$ cat src/rtl/mem_panel_ctrl.sv
// Front-panel memory controller: debounced buttons drive address load, write and
// next-address commands, each followed by an automatic read-back for the display.
module mem_panel_ctrl #(
   parameter int unsigned ADDR_W          = 10,
   parameter int unsigned DATA_W          = 16,
   parameter int unsigned DEBOUNCE_CYCLES = 4
) (
   input  logic              clk,
   input  logic              rst_n,
   input  logic [15:0]       SW,
   input  logic              BTN_addr,
   input  logic              BTN_write,
   input  logic              BTN_next,
   output logic [ADDR_W-1:0] mem_addr,
   output logic [DATA_W-1:0] mem_wdata,
   output logic              mem_we,
   input  logic [DATA_W-1:0] mem_rdata,
   output logic [15:0]       out,
   output logic [ADDR_W-1:0] addr_out,
   output logic              busy
);

   localparam int unsigned NBTN     = 3;
   localparam int unsigned CNT_W    = $clog2(DEBOUNCE_CYCLES + 1);
   localparam int unsigned BTN_ADDR = 0;
   localparam int unsigned BTN_WR   = 1;
   localparam int unsigned BTN_NEXT = 2;

   typedef enum logic [1:0] {IDLE, WR, RD, CAP} state_t;

   logic [NBTN-1:0]   btn_raw;
   logic [NBTN-1:0]   sync1;
   logic [NBTN-1:0]   sync2;
   logic [NBTN-1:0]   level;
   logic [NBTN-1:0]   pulse;
   logic [CNT_W-1:0]  cnt [NBTN];

   state_t            state;
   logic [ADDR_W-1:0] addr_reg;
   logic [DATA_W-1:0] wdata_reg;

   assign btn_raw   = {BTN_next, BTN_write, BTN_addr};
   assign mem_addr  = addr_reg;
   assign addr_out  = addr_reg;
   assign mem_wdata = wdata_reg;

   // Synchronize, debounce and edge-detect; pulse rises together with the accepted level.
   always_ff @(posedge clk or negedge rst_n) begin
      if (!rst_n) begin
         sync1 <= '0;
         sync2 <= '0;
         level <= '0;
         pulse <= '0;
         for (int i = 0; i < NBTN; i++) cnt[i] <= '0;
      end else begin
         sync1 <= btn_raw;
         sync2 <= sync1;
         for (int i = 0; i < NBTN; i++) begin
            if (sync2[i] == level[i]) begin
               cnt[i]   <= '0;
               pulse[i] <= 1'b0;
            end else if (cnt[i] == CNT_W'(DEBOUNCE_CYCLES - 1)) begin
               cnt[i]   <= '0;
               level[i] <= sync2[i];
               pulse[i] <= sync2[i];
            end else begin
               cnt[i]   <= cnt[i] + CNT_W'(1);
               pulse[i] <= 1'b0;
            end
         end
      end
   end

   // Command sequencer; pulses outside IDLE are ignored rather than queued.
   always_ff @(posedge clk or negedge rst_n) begin
      if (!rst_n) begin
         state     <= IDLE;
         addr_reg  <= '0;
         wdata_reg <= '0;
         out       <= '0;
         mem_we    <= 1'b0;
         busy      <= 1'b0;
      end else begin
         mem_we <= 1'b0;
         case (state)
            IDLE: begin
               if (pulse[BTN_ADDR]) begin
                  addr_reg <= SW[ADDR_W-1:0];
                  state    <= RD;
                  busy     <= 1'b1;
               end else if (pulse[BTN_WR]) begin
                  wdata_reg <= DATA_W'(SW);
                  mem_we    <= 1'b1;
                  state     <= WR;
                  busy      <= 1'b1;
               end else if (pulse[BTN_NEXT]) begin
                  addr_reg <= addr_reg + ADDR_W'(1);
                  state    <= RD;
                  busy     <= 1'b1;
               end
            end
            WR:  state <= RD;
            RD:  state <= CAP;
            CAP: begin
               out   <= 16'(mem_rdata);
               busy  <= 1'b0;
               state <= IDLE;
            end
            default: state <= IDLE;
         endcase
      end
   end

endmodule

$ cat config.mk
export PLATFORM = sky130hd
export DESIGN_NAME = mem_panel_ctrl
export DESIGN_NICKNAME = d
export VERILOG_FILES = /design/src/rtl/mem_panel_ctrl.sv
export SDC_FILE = /design/constraint.sdc
export NUM_CORES = 1
export LEC_CHECK = 0
export BUFFER_PORTS_ARGS = -buffer_cell sky130_fd_sc_hd__clkbuf_2
export CAP_MARGIN = 10
export CORE_ASPECT_RATIO = 0.75
export CORE_UTILIZATION = 50
export DETAILED_ROUTE_END_ITERATION = 8
export GPL_ROUTABILITY_DRIVEN = 0
export HOLD_SLACK_MARGIN = 0.12
export PLACE_DENSITY = 0.79
export SLEW_MARGIN = 20
export SYNTH_ARGS = -nofsm -noshare
export SYNTH_HDL_FRONTEND = slang
export SYNTH_SLANG_ARGS = --single-unit
$ cat constraint.sdc
create_clock -name clk -period 2.29 [get_ports clk]
set_clock_uncertainty 0.15 [all_clocks]
set_input_delay 0.3435 -clock clk [delete_from_list [all_inputs] [get_ports clk]]
set_output_delay 0.3435 -clock clk [all_outputs]
set_load 0.1 [all_outputs]
==> reports/qor.yml, run 1 <==
period_share_pct: 82.2
cp.required_ps: 2360
port_buffers: 90
yosysWarnings: 0
coreArea_um2: 5440
ios: 91
drc_errors: 0
cts_setup_buffers: 0
syn_nets: 266
fin_area_um2: 3910
min_period_ps: 1880
avgRoutedWirePerCell_um: 13.1
setup_tns_ps: 0
cp.arrival_ps: 1950
track_usage_pct: 20.6
seq_area_um2: 1680
crit_fanout: 10
fp.dieH_um: 67.6
clock_latency_ps: 340
area_growth_pct: 36.3
antenna_left: 0
seq_area_frac_synth_pct: 58.5
multi_input_area_um2: 1050
synth_top_area_share_pct: 58.5
clock.fmax_mhz: 531
start_kind: "flip-flop"
setup_viol: 0
routed_wl_mm: 5.58
post-synth-top-area-cell: "dfrtp_1"
max-slew-margin-rel_pct: 63.1
die-area_um2: 6040
syn_area_um2: 2870
avgViaCountPerCell: 4.97
overflow: 0
antenna_found_initial: 0
cp-end-kind: "flip-flop"
nNetsFinal: 390
hold_violations: 0
clkSlewWorstSetupHoldPaths_ps: 70
outcome: "complete, no violations"
numCtsBuffers: 9
ys_ff_latch: 67
grt_pass1_wl_mm: 9.11
first_iter_violations: 76
drt_first_pass_iters: 4
hold_class: "reg2reg"
ys_types: 37
die_x_um: 89.4
postSynthAreaPerCell_um2: 13.0
crit_type: "reg2reg"
tightest_slew_ps: 556
clock-root-buffer: "clkbuf_8"
antennaDiodeCount: 0
synthTopCellsByArea: "dfrtp_1 59%, mux2_2 7.5%, mux2_1 6.7%"
netlist_instances: 221
rsz0062_at_grt: "false"
cts_num_sinks: 67
async_flop_share_pct: 100
synth_flop_cell: "dfrtp_1"
maxCapViolations: 0
cts_tree: "yes"
synth-edff-count: 0
rows: 23
placed_area_um2: 3320
hpwl_mm: 3.83
vias: 2114
grt_pass1_vias: 2046
cts_resized: 0
cts_htree_levels: 3
slew_viol_final: 0
cts_buffer_depth: 2
drive_gt1_share_pct: 38.3
nFillCells: 369
grt_max_degree: 27
initial_core_util_pct: 52.7
## through the flow
| step | util [%] | cells | setup slack [ps] | hold slack (ps) |
|---|---|---|---|---|
| finish | 71.8 | 425 | 408 | 200 |
| global route | 71.8 | 425 | 236 | 206 |
| CTS | 71.8 | 425 | 396 | 202 |
| detailed placement | 61.1 | 373 | 407 | 186 |
| global placement | 61.1 | 373 | 474 | 184 |
| floorplan | - | 221 | 97.9 | -102 |
## final timing paths
check | cells after the start | end | slack [ps] | from
worst min register to register | 0 | sync2[0]$_DFF_PN0_ | 200 | sync1[0]$_DFF_PN0_
min in group asynchronous | 2 | mem_wdata[11]$_DFFE_PN0P_ | 380 | rst_n
worst min-delay path | 0 | sync2[0]$_DFF_PN0_ | 200 | sync1[0]$_DFF_PN0_
worst max-delay path | 6 | busy$_DFFE_PN0P_ | 410 | state[0]$_DFFE_PN0P_
max in group asynchronous | 3 | mem_wdata[0]$_DFFE_PN0P_ | 890 | rst_n
worst max register to register | 6 | busy$_DFFE_PN0P_ | 410 | state[0]$_DFFE_PN0P_
## cells by family (layout without fill, tap and decap cells)
family	Yosys count	after routing	share of synthesized area, %
adders and majority gates	8	8	3.49
and+or+nand+nor	55	55	11.4
muxes	37	37	14.5
buffers and inverters	21	150	4.67
AOI/OAI and AO/OA	30	30	6.46
DFF	67	67	58.5
xor gates and xnor gates	3	3	0.917
## layout by cell type, fill, tap and decap left out, types with 4 or more instances in the layout
master | netlist | routed
buf_4 | 11 | 4
nor2_1 | 10 | 10
nand3_1 | 9 | 9
dlygate4sd3_1 | 0 | 36
mux2_1 | 17 | 17
nor3_1 | 6 | 6
nand2_1 | 6 | 6
nor3b_1 | 7 | 7
clkbuf_2 | 0 | 89
a21oi_1 | 7 | 7
nor2b_1 | 4 | 4
o21ai_1 | 8 | 8
clkbuf_8 | 0 | 9
mux2_2 | 19 | 19
dfrtp_1 | 67 | 67
ha_1 | 8 | 8
## what timing repair did
item | in CTS | in global routing
hold endpoints to repair | 59 | 0
setup endpoints to repair | 0 | 0
hold buffers | 36 | 0
## Yosys cell counts (3+ instances only)
cell	count
a21oi_1	7
o22ai_1	3
o21ai_1	8
xnor2_1	3
buf_2	5
nand3_1	9
nor3b_1	7
ha_1	8
nor2_1	10
inv_1	3
nand2_1	6
and3_1	3
nor2b_1	4
nor3_1	6
dfrtp_1	67
mux2_2	19
and3b_1	3
buf_4	11
mux2_1	17
## worst max-delay path, cell delays in order, from the launching register on
cell and delay, ps:
dfrtp_1 410, inv_1 110, ha_1 410, nor4b_2 440, nor2_1 100, nor2_1 100
a21oi_1 40
## metal layers
metal	vias to the layer above	part of all wire (%)	track usage, %
li1	1026	-	-
met3	8	5.7	7.95
met2	80	48	33.6
met5	-	0	0
met4	0	0.91	7.74
met1	1000	45	25.1
## cell type report
class / count / area share (%)
Sequential cell: 67 / 42.9
Multi-Input combinational cell: 133 / 27.0
Timing Repair Buffer: 130 / 21.5
Clock buffer: 9 / 3.17
Clock inverter: 7 / 2.59
Tap cell: 75 / 2.40
Inverter: 4 / 0.384
## sequential cells by signal, indices dropped and copies added, names as in the netlist
register   flops
out           16
sync1          3
level          3
addr_out      10
pulse          3
mem_wdata     16
mem_we         1
cnt            9
state          2
busy           1
sync2          3
Power of run 1 is not shown: default switching activity piles up to over one toggle a cycle in this logic, so the estimate is an artifact.
==> run 2, diff against run 1 <==
- CORE_UTILIZATION: 50 -> 45
- PLACE_DENSITY: 0.79 -> 0.75
- clock period: 2.29 -> 1.7 ns (I/O delays scaled with it)
==> reports/qor.yml, run 2 (same netlist as run 1, synthesis figures left out) <==
overflow: 0  # unchanged
met1_usage_pct: 23.6  # was 25.1%
r2r_cells: 6  # unchanged
clock_latency_ps: 340  # about the same
seq_area_um2: 1690  # was 1680 um^2
antenna_left: 0  # unchanged
grt_max_degree: 68  # was 27
dp_cells: 377  # was 373
nFillCells: 467  # was 369
ff2ff_setup_slack_ps: 50  # was 410 ps
finalNonFillerCells: 429  # was 425
layout_commonest_cell: "clkbuf_2"  # unchanged
clock-root-buffer: "clkbuf_8"  # unchanged
layout_common_cells: "79 x clkbuf_2, 57 x dfrtp_1, 36 x dlygate4sd3_1, 19 x mux2_2, 17 x mux2_1"  # was 89 x clkbuf_2, 67 x dfrtp_1, 36 x dlygate4sd3_1, 19 x mux2_2, 17 x mux2_1
grt_pass1_wl_mm: 9.38  # was 9.11 mm
fp.dieH_um: 71.1  # was 67.6 um
cts_tree: "yes"  # unchanged
numCtsBuffers: 9  # unchanged
place_ws_ps: -67.6  # was 407 ps
grtUsageMet2_pct: 29.6  # was 33.6%
hpwl_mm: 3.72  # was 3.83 mm
first_iter_violations: 68  # was 76
antenna_found_initial: 0  # unchanged
critPathSlowestCell: "dfrtp_1"  # was nor4b_2
grt_pass1_vias: 2092  # was 2046
routed_wl_mm: 5.57  # was 5.58 mm
critPathMaxStageDelay_ps: 410  # was 440 ps
initial_core_util_pct: 47.9  # was 52.7%
die_x_um: 94.1  # was 89.4 um
rows: 24  # was 23
clock.fmax_mhz: 607  # was 531 MHz
hold_class: "reg2reg"  # unchanged
coreArea_um2: 5980  # was 5440 um^2
cts_htree_levels: 3  # unchanged
die-area_um2: 6690  # was 6040 um^2
cts_num_sinks: 67  # unchanged
cp.arrival_ps: 1700  # was 1950 ps
max-slew-margin-rel_pct: 63.3  # was 63.1%
cp-end-kind: "flip-flop"  # unchanged
crit_type: "reg2reg"  # unchanged
cts_buffer_depth: 2  # unchanged
start_kind: "flip-flop"  # unchanged
met3_usage_pct: 8.28  # was 7.95%
period_share_pct: 96.9  # was 82.2%
cp_cell_sequence: "inv_1 > ha_4 > buf_4 > o21ai_4 > a32oi_1 > o311ai_2"  # was inv_1 > ha_1 > nor4b_2 > nor2_1 > nor2_1 > a21oi_1
gr-max-usage-layer: "met2"  # unchanged
area_growth_pct: 39.3  # was 36.3%
tightest_slew_ps: 552  # was 556 ps
slew_viol_final: 0  # unchanged
drt_first_pass_iters: 4  # unchanged
setup_viol: 0  # unchanged
min_period_ps: 1650  # was 1880 ps
avgRoutedWirePerCell_um: 13.0  # was 13.1 um
vias: 2115  # was 2114
fin_ws_ps: 52.9  # was 408 ps
clkSlewWorstSetupHoldPaths_ps: 70  # about the same
hold_violations: 0  # unchanged
port_buffers: 90  # unchanged
utilization_pct: 66.8  # was 71.8%
ios: 91  # unchanged
maxCapViolations: 0  # unchanged
hold_slack_ps: 198  # was 200 ps
cp.required_ps: 1760  # was 2360 ps
hold_depth: 0  # unchanged
drc_errors: 0  # unchanged
nNetsFinal: 391  # was 390
outcome: "complete, no violations"  # unchanged
drive_gt1_share_pct: 42.7  # was 38.3%
track_usage_pct: 18.6  # was 20.6%
avgViaCountPerCell: 4.93  # was 4.97
crit_fanout: 13  # was 10
multi_input_area_um2: 1110  # was 1050 um^2
antennaDiodeCount: 0  # unchanged
## run 2: cell count changes in the layout (fill, tap and decap cells not counted), sizes merged
cell | previous run | this run
buf | 5 | 14
clkbuf | 98 | 92
clkinvlp | 2 | 1
inv | 5 | 4
## run 2: path summary, 6_finish.rpt
path | startpoint | end
worst max-delay path | state[1]$_DFFE_PN0P_ | addr_out[7]$_DFFE_PN0P_
worst min-delay path | sync1[2]$_DFF_PN0_ | sync2[2]$_DFF_PN0_
worst max register to register | state[1]$_DFFE_PN0P_ | addr_out[7]$_DFFE_PN0P_
worst min register to register | sync1[2]$_DFF_PN0_ | sync2[2]$_DFF_PN0_
max in group asynchronous | rst_n | addr_out[6]$_DFFE_PN0P_
min in group asynchronous | rst_n | mem_wdata[2]$_DFFE_PN0P_
## run 2: final cells by class
cell class / count / area share (%)
clock buffer: 11 / 3.29
clock inverter: 5 / 1.94
inverter: 4 / 0.376
multi-input combinational: 133 / 27.8
sequential: 67 / 42.3
tap: 78 / 2.45
timing repair buffer: 131 / 21.8
## run 2: layer usage
metal	share of wire (%)	routed length, um
met3	6.9	384
met5	0	0
met2	47	2620
met1	45	2530
met4	0.74	41
## run 2: per-stage QoR
| step | setup TNS [ps] | area, um^2 |
|---|---|---|
| after global routing | -38.2 | 3990 |
| after CTS | 0 | 3940 |
| after detailed placement | -883 | 3360 |
| final | 0 | 3990 |
| after global placement | -210 | 3360 |
| after floorplan | -171 | 2880 |
## run 2: repair_timing
item	CTS	global route
hold buffers	36	0
setup endpoints to repair	21	32
endpoints found under the hold margin	110	0
setup buffers	0	0
gates resized for setup	4	14
## run 2: critical path: cells and delay by family (launching register included)
| kind | cells | cell delay [ps] |
|---|---|---|
| DFF | 1 | 410 |
| AOI/OAI and AO/OA | 3 | 480 |
| adders and majority gates | 1 | 170 |
| buffers and inverters | 2 | 310 |
Power of run 2 is left out for the same reason.
